===== src/rtl/dbb_r_fifo.sv =====
// ============================================================================
// Module   : dbb_r_fifo
// Brief    : Elastic buffer on the NVDLA DBB AXI R channel with burst counting
//            and mid-burst ID checking. Define DBB_R_FIFO_BYPASS_EN to enable
//            zero-latency pass-through when the buffer is empty.
// Revision : 1.0 - initial release
// ============================================================================
`default_nettype none

module dbb_r_fifo #(
    parameter int DEPTH      = 4,
    parameter int DATA_WIDTH = 64,
    parameter int ID_WIDTH   = 8
) (
    input  logic                       clk,
    input  logic                       rst,
    input  logic                       s_r_valid,
    output logic                       s_r_ready,
    input  logic [DATA_WIDTH-1:0]      s_r_data,
    input  logic [ID_WIDTH-1:0]        s_r_id,
    input  logic                       s_r_last,
    output logic                       m_r_valid,
    input  logic                       m_r_ready,
    output logic [DATA_WIDTH-1:0]      m_r_data,
    output logic [ID_WIDTH-1:0]        m_r_id,
    output logic                       m_r_last,
    output logic [$clog2(DEPTH):0]     count_o,
    output logic [15:0]                bursts_o,
    output logic                       err_o
);

    localparam int c_ptr_w = $clog2(DEPTH);
    localparam int c_cnt_w = c_ptr_w + 1;
    localparam logic [c_cnt_w-1:0] c_full = c_cnt_w'(DEPTH);

    typedef enum logic [0:0] {
        ST_IDLE  = 1'b0,
        ST_BURST = 1'b1
    } burst_state_t;

    logic [DATA_WIDTH-1:0] r_mem_data [DEPTH];
    logic [ID_WIDTH-1:0]   r_mem_id   [DEPTH];
    logic                  r_mem_last [DEPTH];

    logic [c_ptr_w-1:0]    r_wr_ptr;
    logic [c_ptr_w-1:0]    r_rd_ptr;
    logic [c_cnt_w-1:0]    r_count;
    logic [15:0]           r_bursts;
    logic                  r_err;
    logic [ID_WIDTH-1:0]   r_burst_id;
    burst_state_t          r_state;
    burst_state_t          w_state_next;

    logic                  w_push;
    logic                  w_store;
    logic                  w_deq;
    logic                  w_pop;
    logic                  w_capture;
    logic                  w_id_mismatch;

    assign s_r_ready = (r_count != c_full);
    assign w_push    = s_r_valid & s_r_ready;

`ifdef DBB_R_FIFO_BYPASS_EN
    logic w_empty;
    assign w_empty   = (r_count == '0);
    assign m_r_valid = w_empty ? s_r_valid : 1'b1;
    assign m_r_data  = w_empty ? s_r_data  : r_mem_data[r_rd_ptr];
    assign m_r_id    = w_empty ? s_r_id    : r_mem_id[r_rd_ptr];
    assign m_r_last  = w_empty ? s_r_last  : r_mem_last[r_rd_ptr];
    // A beat taken straight through while empty never touches storage.
    assign w_store   = w_push & ~(w_empty & m_r_ready);
    assign w_deq     = m_r_valid & m_r_ready & ~w_empty;
`else
    assign m_r_valid = (r_count != '0);
    assign m_r_data  = r_mem_data[r_rd_ptr];
    assign m_r_id    = r_mem_id[r_rd_ptr];
    assign m_r_last  = r_mem_last[r_rd_ptr];
    assign w_store   = w_push;
    assign w_deq     = m_r_valid & m_r_ready;
`endif

    assign w_pop    = m_r_valid & m_r_ready;
    assign count_o  = r_count;
    assign bursts_o = r_bursts;
    assign err_o    = r_err;

    always_ff @(posedge clk) begin
        if (w_store) begin
            r_mem_data[r_wr_ptr] <= s_r_data;
            r_mem_id[r_wr_ptr]   <= s_r_id;
            r_mem_last[r_wr_ptr] <= s_r_last;
        end
    end

    always_ff @(posedge clk) begin
        if (rst) begin
            r_wr_ptr <= '0;
            r_rd_ptr <= '0;
            r_count  <= '0;
            r_bursts <= '0;
        end else begin
            if (w_store) begin
                r_wr_ptr <= r_wr_ptr + c_ptr_w'(1);
            end
            if (w_deq) begin
                r_rd_ptr <= r_rd_ptr + c_ptr_w'(1);
            end
            case ({w_store, w_deq})
                2'b10:   r_count <= r_count + c_cnt_w'(1);
                2'b01:   r_count <= r_count - c_cnt_w'(1);
                default: r_count <= r_count;
            endcase
            if (w_pop && m_r_last) begin
                r_bursts <= r_bursts + 16'd1;
            end
        end
    end

    // Burst tracking follows accepted slave-side beats, not delivered ones.
    always_comb begin
        w_state_next  = r_state;
        w_capture     = 1'b0;
        w_id_mismatch = 1'b0;
        if (w_push) begin
            case (r_state)
                ST_IDLE: begin
                    w_capture = 1'b1;
                    if (!s_r_last) begin
                        w_state_next = ST_BURST;
                    end
                end
                ST_BURST: begin
                    w_id_mismatch = (s_r_id != r_burst_id);
                    if (s_r_last) begin
                        w_state_next = ST_IDLE;
                    end
                end
                default: w_state_next = ST_IDLE;
            endcase
        end
    end

    always_ff @(posedge clk) begin
        if (rst) begin
            r_state    <= ST_IDLE;
            r_burst_id <= '0;
            r_err      <= 1'b0;
        end else begin
            r_state <= w_state_next;
            if (w_capture) begin
                r_burst_id <= s_r_id;
            end
            if (w_id_mismatch) begin
                r_err <= 1'b1;
            end
        end
    end

endmodule

`default_nettype wire


===== config.mk =====
export PLATFORM = sky130hd
export DESIGN_NAME = dbb_r_fifo
export DESIGN_NICKNAME = d
export VERILOG_FILES = /design/src/rtl/dbb_r_fifo.sv
export SDC_FILE = /design/constraint.sdc
export NUM_CORES = 1
export LEC_CHECK = 0
export BUFFER_PORTS_ARGS = -buffer_cell sky130_fd_sc_hd__buf_2
export CORE_MARGIN = 2
export CORE_UTILIZATION = 53
export DETAILED_ROUTE_END_ITERATION = 8
export PLACE_DENSITY = 0.8
export SETUP_SLACK_MARGIN = 0.15
export SKIP_LAST_GASP = 1
export SLEW_MARGIN = 10
export SYNTH_ARGS = -nofsm -noshare
export SYNTH_HDL_FRONTEND = slang
export SYNTH_SLANG_ARGS = --single-unit

===== constraint.sdc =====
create_clock -name clk -period 5.8 [get_ports clk]
set_input_delay 1.16 -clock clk [delete_from_list [all_inputs] [get_ports clk]]
set_output_delay 1.16 -clock clk [all_outputs]
set_load 0.005 [all_outputs]

; Word level (Yosys, flattened, before mapping)
; Memories as Yosys holds them, arrays and structs flattened. A register that Yosys moved wholly into a read port is not among the register bits.
; Cells that the tools add are included.
[word_totals]
regBits = 33
ram_bits = 292
inputBits = 77
word_cells = 38
memories = 3
[classes]
addsub = 5
n_eq_ne = 4
muxes = 14
n_bitwise = 2
reduce_logical = 3
[memory_table]
columns = name, words, word_bits, read_ports, rd_ports_with_merged_regs, write_ports, line_no
row1 = r_mem_data, 4, 64, 1, 1, 1, 41  ; logic [DATA_WIDTH-1:0] r_mem_data [DEPTH];
row2 = r_mem_id, 4, 8, 1, 1, 1, 42  ; logic [ID_WIDTH-1:0] r_mem_id [DEPTH];
row3 = r_mem_last, 4, 1, 1, 1, 1, 43  ; logic r_mem_last [DEPTH];
[ops]
columns = op, n
row1 = $add A16 B1 Y16 const B, 1
row2 = $mux W2, 6
row3 = $ne A8 B8 Y1, 1
row4 = $mux W1, 7
row5 = $pmux W3 S2, 1
row6 = $add A2 B1 Y2 const B, 2
row7 = $add A3 B1 Y3 const B, 1
row8 = $ne A3 B3 Y1 const B, 1
row9 = $reduce_bool A3 Y1, 1
row10 = $sub A3 B1 Y3 const B, 1
row11 = $and A1 B1 Y1, 2
row12 = $eq A2 B1 Y1 const B, 1
row13 = $eq A2 B2 Y1 const B, 1
row14 = $reduce_bool A2 Y1, 1
row15 = $logic_and A1 B1 Y1, 1

; Logic depth before layout (Yosys ltp)
; Gate-level depths: netlist (run 1).
[depth]
depth_word = 4
mapped_depth = 11

; Worst setup path after synthesis (run 1)
; OpenSTA, ideal clock, no wires.
[synth_path]
kind = input to register
start = input port s_r_valid
end = memory r_mem_data[0][0] (enable)
setup_time_ns = 0.440
t_arrival_ns = 2.907
required_time_ns = 5.360
setup_slack_ns = 2.454
path_stages = 1
path_cell_list = and3_1
[synth_via]
elab_chain_cells = 3
[synth_rtl]
columns = item, line_no
row1 = "start, declared", 17  ; input logic s_r_valid,
row2 = $and A1 B1 Y1, 62  ; assign w_push = s_r_valid & s_r_ready;
row3 = $mux W1, 89  ; if (w_store) begin
row4 = $mux W1 (not written as such), 90  ; r_mem_data[r_wr_ptr] <= s_r_data;
row5 = "end, declared", 41
; No other way between the ends.

==> summary.md, run 1 <==
### CTS
- clkbuf_16 — clk root buf
- 0.06 ns — clock slew at reported path FFs
- 0 — count of buffers added by post-CTS timing repair for setup
- 0.51 ns — clock latency at the later pin of the worst-skew pair
- 327 — number of clock sinks
- 2 — Max H-tree Level
- 34 — TritonCTS buffer count
- 0 — post-CTS sizing
- 3 — number of buffers on the longest clock path
- built — CTS tree
- 0 — Hold Buf Count CTS

### STA
- 1.16 ns — worst slew pin tran
- 0 — Final Hold Fails
- 62.7% — post-route clock period utilization
- 2.16 ns — Worst Slack Setup Final
- 0 ns — setup TNS
- 22.9% — slew margin rel.
- 0.275 GHz — top achievable clock speed
- 0.0117 ns — clock tree skew after final layout
- 0 — final count of negative-setup-slack endpoints
- 3.64 ns — final critical delay including setup and external delays
- 0 — Max Slew Vio Count
- false — unrepaired setup endpoints after global routing

### Setup path
- reg2out — Crit Path Class
- 9 — number of cells traversed by the worst register-to-register path
- 3.10 ns — r2r setup slk
- flip-flop — Worst setup SP type
- count_o[2] — R2R Path Start
- 33 — Worst Path Max Fanout
- 2.48 ns — CP Data Arrival Time
- output port — endpoint type of the worst setup path
- count_o[2] — Reg2Reg Capture Point
- 4.64 ns — data required time of the critical path

### Floorplanning
- 53.9% — initial cell density of the core
- 55 — placement row count
- 0.0226 mm2 — placeable core area
- 172 — num ports
- 155 um — die extent in x
- 0.0242 mm2 — Total Die Area
- 155 um — die height

### Logic synthesis
- 565 — synthesized instance count
- multiplexers — dominant combinational cell family by area after synthesis
- 1.51% — synthesized-area fraction occupied by xor and xnor cells
- 37 — count of distinct cell types in the synthesized netlist
- edfxtp_1 — cell type with the largest total area after synthesis
- 0 — warning count from the yosys run
- 649 — post-synthesis net count
- 3.26% — simple-gate portion of the synthesized area
- 327 — Synth Register Bits
- 0.689% — complex-gate fraction of the synthesized area
- 0.0122 mm2 — Netlist Area Pre-Place
- edfxtp_1 (72%), mux4_2 (14%), dfxtp_1 (5.8%), nor2_1 (0.96%), xor2_1 (0.79%) — top cells by area, synth
- 14.6% — proportion of synthesized area in mux cells
- 72.1% — share of the synthesized area in the top cell type
- 0.782% — post-synthesis adder-cell area fraction
- 77.9% — sequential cell area fraction in the yosys report
- 21.5 um2 — synthesized area divided by synthesized cell count

### GRT
- 0 — grt ovf
- 18.9% — global-route usage over all layers
- 4 — number of antenna violations at the first check in global routing
- 74 — maximum number of pins on one net before global-route repair
- 35,100 um — first-pass GRT wire length
- 6,421 — number of global-route vias before repair

### Pwr
- 428 mW/mm2 — power density cells
- 255 uV — IR drop worst, VDD
- 4.91 nW — Static Leak
- 6.14 mW — total power draw

### Hold path
- 2 — Hold Crit Depth
- reg2reg — classification of the worst-slack hold path
- err_o — Hold Crit Endpoint
- err_o — Hold Path Origin

### Layout
- 17.9% — Layout area overhead
- 0.00256 mm2 — area of combinational cells with multiple inputs
- edfxtp_1 (292), buf_2 (171), mux4_2 (73), clkbuf_16 (34), dfxtp_1 (33) — most frequent cells in the layout
- 833 — Net count, final
- edfxtp_1 — commonest non-fill, non-tap cell in the layout
- 0.00948 mm2 — area occupied by registers
- 39.5% — share of final-layout standard cells stronger than drive strength 1
- 1,544 — # fillers

### Status
- finished, final reports clean — run status

### Drt
- 0 — DRT antenna net count
- 21.3 um — WL/cell
- 4 — number of search-and-repair iterations in the first detailed-routing pass
- 0 — Residual DRC
- 6,073 — via count of the routed design
- 5.73 — average vias per placed instance
- 428 — violation count after the first detailed-route iteration
- 22,600 um — total length of routed wires

### Place
- 171 — port bufs
- 2.62 ns — placement-stage worst setup slack
- 13,700 um — Detail Placement HPWL
- 0.784 — weighted congestion reported at the end of routability-driven placement

### Run
- 0 — Max Cap Viol

-- metrics by stage --
| step | util [%] | area (um2) | std cells | hold WS (ns) |
|---|---|---|---|---|
| global route | 63.5 | 14300 | 1059 | 0.490 |
| detailed placement | 58.9 | 13300 | 998 | 0.440 |
| finish | 63.5 | 14300 | 1060 | 0.451 |
| global placement | 58.9 | 13300 | 998 | 0.452 |
| floorplan | - | 12200 | 565 | 0.442 |
| CTS | 63.5 | 14300 | 1058 | 0.457 |
-- flip-flops by register name, summed over array words and instances, names as in the netlist, named ones only --
signal / flops
bursts_o: 16
count_o: 3
err_o: 1
r_burst_id: 8
r_mem_data: 256
r_mem_id: 32
r_mem_last: 4
r_rd_ptr: 2
r_state: 1
r_wr_ptr: 2
-- critical path: stages (launching register included) --
cell and delay (ns):
dfxtp_4 0.58, buf_4 0.59, mux4_2 0.61, buf_2 0.15
-- worst max-delay path by stage --
stage	startpoint	end	slack (ns)	cells after the start
floorplan	s_r_valid	r_mem_data[0][0]	2.45	1
global placement	flip-flop	m_r_data[17]	2.65	3
detailed placement	flip-flop	m_r_data[58]	2.62	3
CTS	flip-flop	m_r_data[36]	2.06	3
global route	flip-flop	m_r_data[40]	1.96	3
finish	flip-flop	m_r_data[36]	2.16	3
-- cells in the mapped netlist, drive strengths merged --
master  instances
a211oi          1
a21o            1
a21oi           7
and2            2
and3            8
and3b           1
and4            2
buf            13
clkbuf         12
dfxtp          35
edfxtp        292
fa              1
ha              6
inv            10
mux2            4
mux2i           9
mux4           73
nand2           4
nand3           8
nand4           8
nor2           31
nor2b           3
nor3b           1
nor4            2
o211ai          1
o21ai           2
o31a            1
o31ai           1
or3             3
or3b            1
or4             1
xnor2          10
xor2           11
-- cells by family after synthesis --
group / Yosys count
XOR/XNOR: 21
AO/OA/AOI/OAI: 14
adder cells (fa/ha/maj): 7
AND/OR/NAND/NOR: 75
flip-flops: 327
buffers and inverters: 35
multiplexers: 86
-- layout make-up --
type / count / share of cell area, %
tap: 285 / 2.49
multi-input combinational: 203 / 17.9
timing repair buffer: 173 / 6.08
clock buffer: 43 / 6.31
antenna: 2 / 0.0349
inverter: 10 / 0.262
sequential: 327 / 66.1
clock inverter: 17 / 0.864
-- report_power, final --
part | total [mW] | internal [mW] | switching (mW)
Combinational | 1.18 | 0.618 | 0.562
Clock | 1.98 | 1.15 | 0.831
Sequential | 2.97 | 2.84 | 0.137
-- layer usage --
| metal | share of wire, % | GRT usage, % |
|---|---|---|
| met1 | 40 | 24.6 |
| met2 | 52 | 32.5 |
| met3 | 6.6 | 4.65 |
| met4 | 1.5 | 4.59 |
| met5 | 0.12 | 0 |
No activity file was read; power rests on OpenSTA's default activity.
==> inputs of run 2 (changes only) <==
--- a/config.mk
+++ b/config.mk
@@ -7,7 +7,7 @@
 export LEC_CHECK = 0
 export BUFFER_PORTS_ARGS = -buffer_cell sky130_fd_sc_hd__buf_2
 export CORE_MARGIN = 2
-export CORE_UTILIZATION = 53
+export CORE_UTILIZATION = 51
 export DETAILED_ROUTE_END_ITERATION = 8
 export PLACE_DENSITY = 0.8
 export SETUP_SLACK_MARGIN = 0.15
==> constraint.sdc (replaced) <==
create_clock -name clk -period 3.3 [get_ports clk]
set_input_delay 0.66 -clock clk [delete_from_list [all_inputs] [get_ports clk]]
set_output_delay 0.66 -clock clk [all_outputs]
set_load 0.005 [all_outputs]
==> run 2 against run 1 <==
Die area grew 3.8%. Sequential share of layout area shrank 0.80 points. Global-route usage shrank 0.38 points. Flip-flop and latch count is the same. Wire length grew 2.7%. Clock skew shrank 0.0012 ns. Core utilization shrank 1.7 points. Total power grew 78%. Via count grew 0.20%. Cell area grew 1.2%. Combinational power grew 86%. Critical path type unchanged. Critical endpoint is now m_r_id[1].
==> summary.md, run 2 (synthesized netlist as in run 1, its figures left out) <==
### Layout
- 19.3% — Layout area overhead
- edfxtp_1 (292), buf_2 (171), mux4_2 (73), clkbuf_16 (37), dfxtp_1 (33) — most frequent cells in the layout
- 256 — number of flip-flops in the largest register
- 0 — # diodes
- 39.6% — share of final-layout standard cells stronger than drive strength 1
- 844 — Net count, final
- r_mem_data — Reg with most FFs
- edfxtp_1 — commonest non-fill, non-tap cell in the layout

### CTS
- 35 — TritonCTS buffer count
- 0 — post-CTS sizing
- 0.49 ns — clock latency at the later pin of the worst-skew pair
- clkbuf_16 — clk root buf
- 3 — number of buffers on the longest clock path
- 0 — count of buffers added by post-CTS timing repair for setup
- 2 — Max H-tree Level
- 327 — number of clock sinks
- 0.06 ns — clock slew at reported path FFs
- built — CTS tree
- 0 — Hold Buf Count CTS

### Drt
- 4 — number of search-and-repair iterations in the first detailed-routing pass
- 5.53 — average vias per placed instance
- 23,200 um — total length of routed wires
- 6,085 — via count of the routed design
- 0 — DRT antenna net count
- 0 — Residual DRC
- 539 — violation count after the first detailed-route iteration
- 21.1 um — WL/cell

### STA
- 0 — Final Hold Fails
- 0.337 GHz — top achievable clock speed
- 89.8% — post-route clock period utilization
- 0 — final count of negative-setup-slack endpoints
- 0.677 ns — worst slew pin tran
- false — unrepaired setup endpoints after global routing
- 0 — Max Slew Vio Count
- 0 ns — setup TNS
- 2.97 ns — final critical delay including setup and external delays
- 0.0105 ns — clock tree skew after final layout
- 54.8% — slew margin rel.

### Setup path
- output port — endpoint type of the worst setup path
- 2.64 ns — data required time of the critical path
- buf_4 > mux4_2 > buf_2 — cell-by-cell trace of the critical path
- 0.71 ns — slowest stage delay, CP
- 2 — WP buf/inv
- dfxtp_4 — Slowest cell on crit path
- 2.31 ns — CP Data Arrival Time
- flip-flop — Worst setup SP type
- flip-flops — cell family with most CP delay
- reg2out — Crit Path Class
- 26 — Worst Path Max Fanout

### Floorplanning
- 0.0235 mm2 — placeable core area
- 158 um — die extent in x
- 172 — num ports
- 158 um — die height
- 51.8% — initial cell density of the core
- 56 — placement row count
- 0.0251 mm2 — Total Die Area

### Pwr
- 8.20 mW — internal power component
- 4.98 nW — Static Leak
- 752 mW/mm2 — power density cells
- 10.9 mW — total power draw
- 32.1% — share of power burned in the clock network
- 24.9% — sw frac
- 47.8% — sequential fraction of design power
- 412 uV — IR drop worst, VDD
- 20.1% — combinational share of power
- 2.71 mW — Switch Pwr

### Run
- 0 — Max Cap Viol

### Place
- 14,500 um — Detail Placement HPWL
- 0.779 — weighted congestion reported at the end of routability-driven placement
- 171 — port bufs

### GRT
- 6,475 — number of global-route vias before repair
- 35,100 um — first-pass GRT wire length
- 2 — number of antenna violations at the first check in global routing
- 0 — grt ovf
- 44 — maximum number of pins on one net before global-route repair
- 18.5% — global-route usage over all layers

### Status
- finished, final reports clean — run status

### Hold path
- in2reg — classification of the worst-slack hold path

[run 2: cell types whose count changed in the layout (fill, tap and decap cells not counted), sizes merged]
cell and change:
diode -2, clkbuf +6, buf +10, clkinvlp -1, bufinv -1, clkinv -5
[run 2: path summary, 6_finish.rpt]
| check | cells past startpoint | slack (ns) | startpoint | to |
|---|---|---|---|---|
| max | 3 | 0.33 | flip-flop | m_r_id[1] |
| min | 1 | 0.38 | s_r_data[49] | r_mem_data[1][49] |
| max reg2reg | 9 | 0.66 | count_o[2] | count_o[2] |
| min reg2reg | 2 | 0.45 | err_o | err_o |
[run 2: layout make-up]
class / instances / area (um2)
clock buffers: 49 / 981
clock inverters: 10 / 47.5
fillers: 1634 / 8960
inverters: 10 / 37.5
multi-input cells: 203 / 2560
flip-flops and latches: 327 / 9480
well taps: 319 / 399
repair buffers: 183 / 1010
[run 2: worst reg2reg max path, stage by stage (launching register included)]
cell     delay (ns)
dfxtp_1        0.40
or3b_2         0.54
and2_1         0.28
inv_1          0.09
ha_1           0.18
inv_1          0.06
fa_1           0.39
xor2_1         0.17
or3_1          0.31
a21oi_1        0.14
[run 2: stage by stage]
step	hold WS, ns	setup slack (ns)	cells	utilization [%]	cell area [um2]
finish	0.379	0.335	1101	61.8	14500
global route	0.369	0.166	1101	61.8	14500
global placement	0.436	0.820	1042	57.4	13500
detailed placement	0.442	0.697	1042	57.4	13500
CTS	0.360	0.264	1101	61.8	14500
floorplan	0.442	0.359	565	-	12200
[run 2: power by group through the flow]
stage	registers, mW	clock network, mW	logic (mW)
global route	5.27	3.74	2.40
finish	5.22	3.50	2.20
detailed placement	5.31	0	2.24
floorplan	5.16	0	1.45
CTS	5.23	3.59	2.25
global placement	5.27	0	2.17
[run 2: routing by layer]
metal	wire length (um)	up-vias	global-route usage [%]
li1	-	2701	-
met1	9260	3136	24.0
met2	11900	206	31.9
met3	1680	38	4.93
met4	352	4	4.25
met5	30	-	0
==> inputs of run 3 (changes only) <==
--- a/config.mk
+++ b/config.mk
@@ -5,6 +5,7 @@
 export SDC_FILE = /design/constraint.sdc
 export NUM_CORES = 1
 export LEC_CHECK = 0
+export ABC_AREA = 1
 export BUFFER_PORTS_ARGS = -buffer_cell sky130_fd_sc_hd__buf_2
 export CORE_MARGIN = 2
 export CORE_UTILIZATION = 51
==> run 3 against run 2 <==
Total power is 3.2% higher. Cell area up 3.5%. Synthesized area is 3.1% higher. Worst hold slack got worse by 0.0087 ns. Critical path depth is 1 higher. Via count grew 32%. Sequential share of layout area shrank 2.2 points. Wire length rose by 11%. Critical path type unchanged. Global-route usage increased by 1.2 points. Maximum frequency increased by 4.1%. Synthesized cell count grew 70%. Non-clock buffer count rose by 3.
==> summary.md, run 3 <==
### Status
- finished, final reports clean — run status

### Drt
- 17.4 um — WL/cell
- 25,700 um — total length of routed wires
- 6 — number of search-and-repair iterations in the first detailed-routing pass
- 0 — DRT antenna net count
- 0 — Residual DRC
- 5.43 — average vias per placed instance
- 8,047 — via count of the routed design
- 787 — violation count after the first detailed-route iteration

### CTS
- 2 — Max H-tree Level
- 0 — Hold Buf Count CTS
- 3 — number of buffers on the longest clock path
- built — CTS tree
- 0 — post-CTS sizing
- 0 — count of buffers added by post-CTS timing repair for setup
- 0.06 ns — clock slew at reported path FFs
- 35 — TritonCTS buffer count
- clkbuf_16 — clk root buf
- 0.50 ns — clock latency at the later pin of the worst-skew pair
- 327 — number of clock sinks

### Setup path
- buf_4 > o21ai_0 > o22ai_1 > buf_2 — cell-by-cell trace of the critical path
- count_o[0] — R2R Path Start
- 2.19 ns — CP Data Arrival Time
- buffers and inverters — cell family with most CP delay
- 10 — number of cells traversed by the worst register-to-register path
- 2 — WP buf/inv
- 0.94 ns — r2r setup slk
- output port — endpoint type of the worst setup path
- reg2out — Crit Path Class
- count_o[2] — Reg2Reg Capture Point
- 73 — Worst Path Max Fanout
- buf_4 — Slowest cell on crit path
- flip-flop — Worst setup SP type
- 2.64 ns — data required time of the critical path
- 0.64 ns — slowest stage delay, CP

### Floorplanning
- 51.7% — initial cell density of the core
- 172 — num ports
- 161 um — die height
- 0.0259 mm2 — Total Die Area
- 57 — placement row count
- 0.0242 mm2 — placeable core area
- 161 um — die extent in x

### Hold path
- 1 — Hold Crit Depth
- r_mem_data[1][59] — Hold Crit Endpoint
- in2reg — classification of the worst-slack hold path
- s_r_data[59] — Hold Path Origin

### GRT
- 7,689 — number of global-route vias before repair
- 147 — maximum number of pins on one net before global-route repair
- 4 — number of antenna violations at the first check in global routing
- 19.8% — global-route usage over all layers
- 40,200 um — first-pass GRT wire length
- 0 — grt ovf

### Layout
- r_mem_data — Reg with most FFs
- 0.0150 mm2 — Non-Filler Cell Area, Final
- 22.0% — share of final-layout standard cells stronger than drive strength 1
- 1,215 — Net count, final
- edfxtp_1 — commonest non-fill, non-tap cell in the layout
- edfxtp_1 (292), nor2_1 (173), buf_2 (171), o21ai_0 (158), o22ai_1 (72) — most frequent cells in the layout
- 61.9% — final core utilization
- 256 — number of flip-flops in the largest register
- 19.7% — Layout area overhead

### Logic synthesis
- edfxtp_1 — most instantiated flip-flop cell in the synthesis netlist
- 0 — warning count from the yosys run
- edfxtp_1 — cell type with the largest total area after synthesis
- edfxtp_1 (70%), o21ai_0 (6.3%), dfxtp_1 (5.6%), nor2_1 (5.3%), o22ai_1 (3.6%) — top cells by area, synth
- 327 — Synth Register Bits
- 75.5% — sequential cell area fraction in the yosys report
- edfxtp_1 — dominant cell by count in the synthesized netlist
- 0% — async set-reset flop share out of synthesis
- edfxtp_1 (292), nor2_1 (177), o21ai_0 (158), o22ai_1 (72), nand2_1 (65) — Post-synth top cells
- 69.9% — share of the synthesized area in the top cell type
- 13.0 um2 — synthesized area divided by synthesized cell count
- 1,046 — post-synthesis net count
- 292 — number of enable flip-flop cells after synthesis
- 31 — count of distinct cell types in the synthesized netlist
- 962 — synthesized instance count
- 0.0125 mm2 — Netlist Area Pre-Place

### STA
- 0 — Final Hold Fails
- 0.838 ns — worst slew pin tran
- 2.85 ns — final critical delay including setup and external delays
- 44.2% — slew margin rel.
- 0 ns — setup TNS
- 0 — final count of negative-setup-slack endpoints
- 0.351 GHz — top achievable clock speed
- 0.0209 ns — clock tree skew after final layout
- 0 — Max Slew Vio Count
- 86.3% — post-route clock period utilization
- false — unrepaired setup endpoints after global routing

### Place
- 0.0139 mm2 — standard cell area after detailed placement
- 0.827 — weighted congestion reported at the end of routability-driven placement
- 14,500 um — Detail Placement HPWL
- 171 — port bufs

### Pwr
- 423 uV — IR drop worst, VDD
- 5.39 nW — Static Leak
- 751 mW/mm2 — power density cells
- 11.3 mW — total power draw

### Run
- 0 — Max Cap Viol

[run 3: cell count changes in the layout (fill, tap and decap cells not counted), moves of 20 or more]
| cell | previous run | this run |
|---|---|---|
| o21ai_0 | 2 | 158 |
| a21oi_1 | 7 | 28 |
| o22ai_1 | 0 | 72 |
| mux4_2 | 73 | 0 |
| nand2_1 | 4 | 65 |
| inv_1 | 10 | 30 |
| nor2_1 | 31 | 173 |
[run 3: how the worst max path moves through the flow]
| stage | start | end | depth (start not counted) |
|---|---|---|---|
| final | flip-flop | m_r_data[19] | 4 |
| after global routing | flip-flop | m_r_data[19] | 4 |
| after detailed placement | s_r_valid | count_o[2] | 9 |
| after global placement | s_r_valid | count_o[2] | 9 |
| after CTS | flip-flop | m_r_data[19] | 4 |
| after floorplan | s_r_valid | r_mem_data[0][0] | 3 |
[run 3: routing by layer]
metal / track usage (%) / routed length, um / share of wire [%] / up-vias
met2: 34.1 / 12600 / 49 / 263
met5: 0 / 13 / 0.051 / -
met4: 5.24 / 531 / 2.1 / 2
li1: - / - / - / 3845
met3: 5.06 / 1900 / 7.4 / 43
met1: 25.1 / 10700 / 41 / 3894
[run 3: metrics by stage]
stage	hold slack, ns	std cells	worst slack, ns
after global routing	0.360	1478	0.332
final	0.370	1481	0.453
after global placement	0.436	1418	0.838
after floorplan	0.436	962	0.0689
after detailed placement	0.451	1418	0.828
after CTS	0.350	1477	0.472
[run 3: power by group]
group / switching [mW] / internal, mW
sequential: 0.106 / 4.92
combinational: 1.53 / 0.856
clock: 1.47 / 2.38
[run 3: final cells by class]
class,instances,area [um2]
fillers,1783,9240
flip-flops and latches,327,9470
repair buffers,186,1130
multi-input cells,548,2720
inverters,33,126
clock buffers,46,970
diodes,4,10.0
well taps,324,405
clock inverters,13,174
[run 3: worst register-to-register path: cells and delay by family (launching register included)]
kind                     cells  cell delay, ns
buffers and inverters        1            0.08
AND/OR/NAND/NOR              3            0.73
flip-flops                   1            0.32
adder cells (fa/ha/maj)      2            0.64
AO/OA/AOI/OAI                4            0.47
[run 3: kinds of logic (layout without fill, tap and decap cells)]
logic type,Yosys count,count (layout),share of synthesized area (%)
flip-flops,327,327,75.5
XOR/XNOR,10,10,0.699
AO/OA/AOI/OAI,262,262,11.3
buffers and inverters,87,278,3.01
other,0,4,0
AND/OR/NAND/NOR,269,269,8.65
adder cells (fa/ha/maj),7,7,0.758
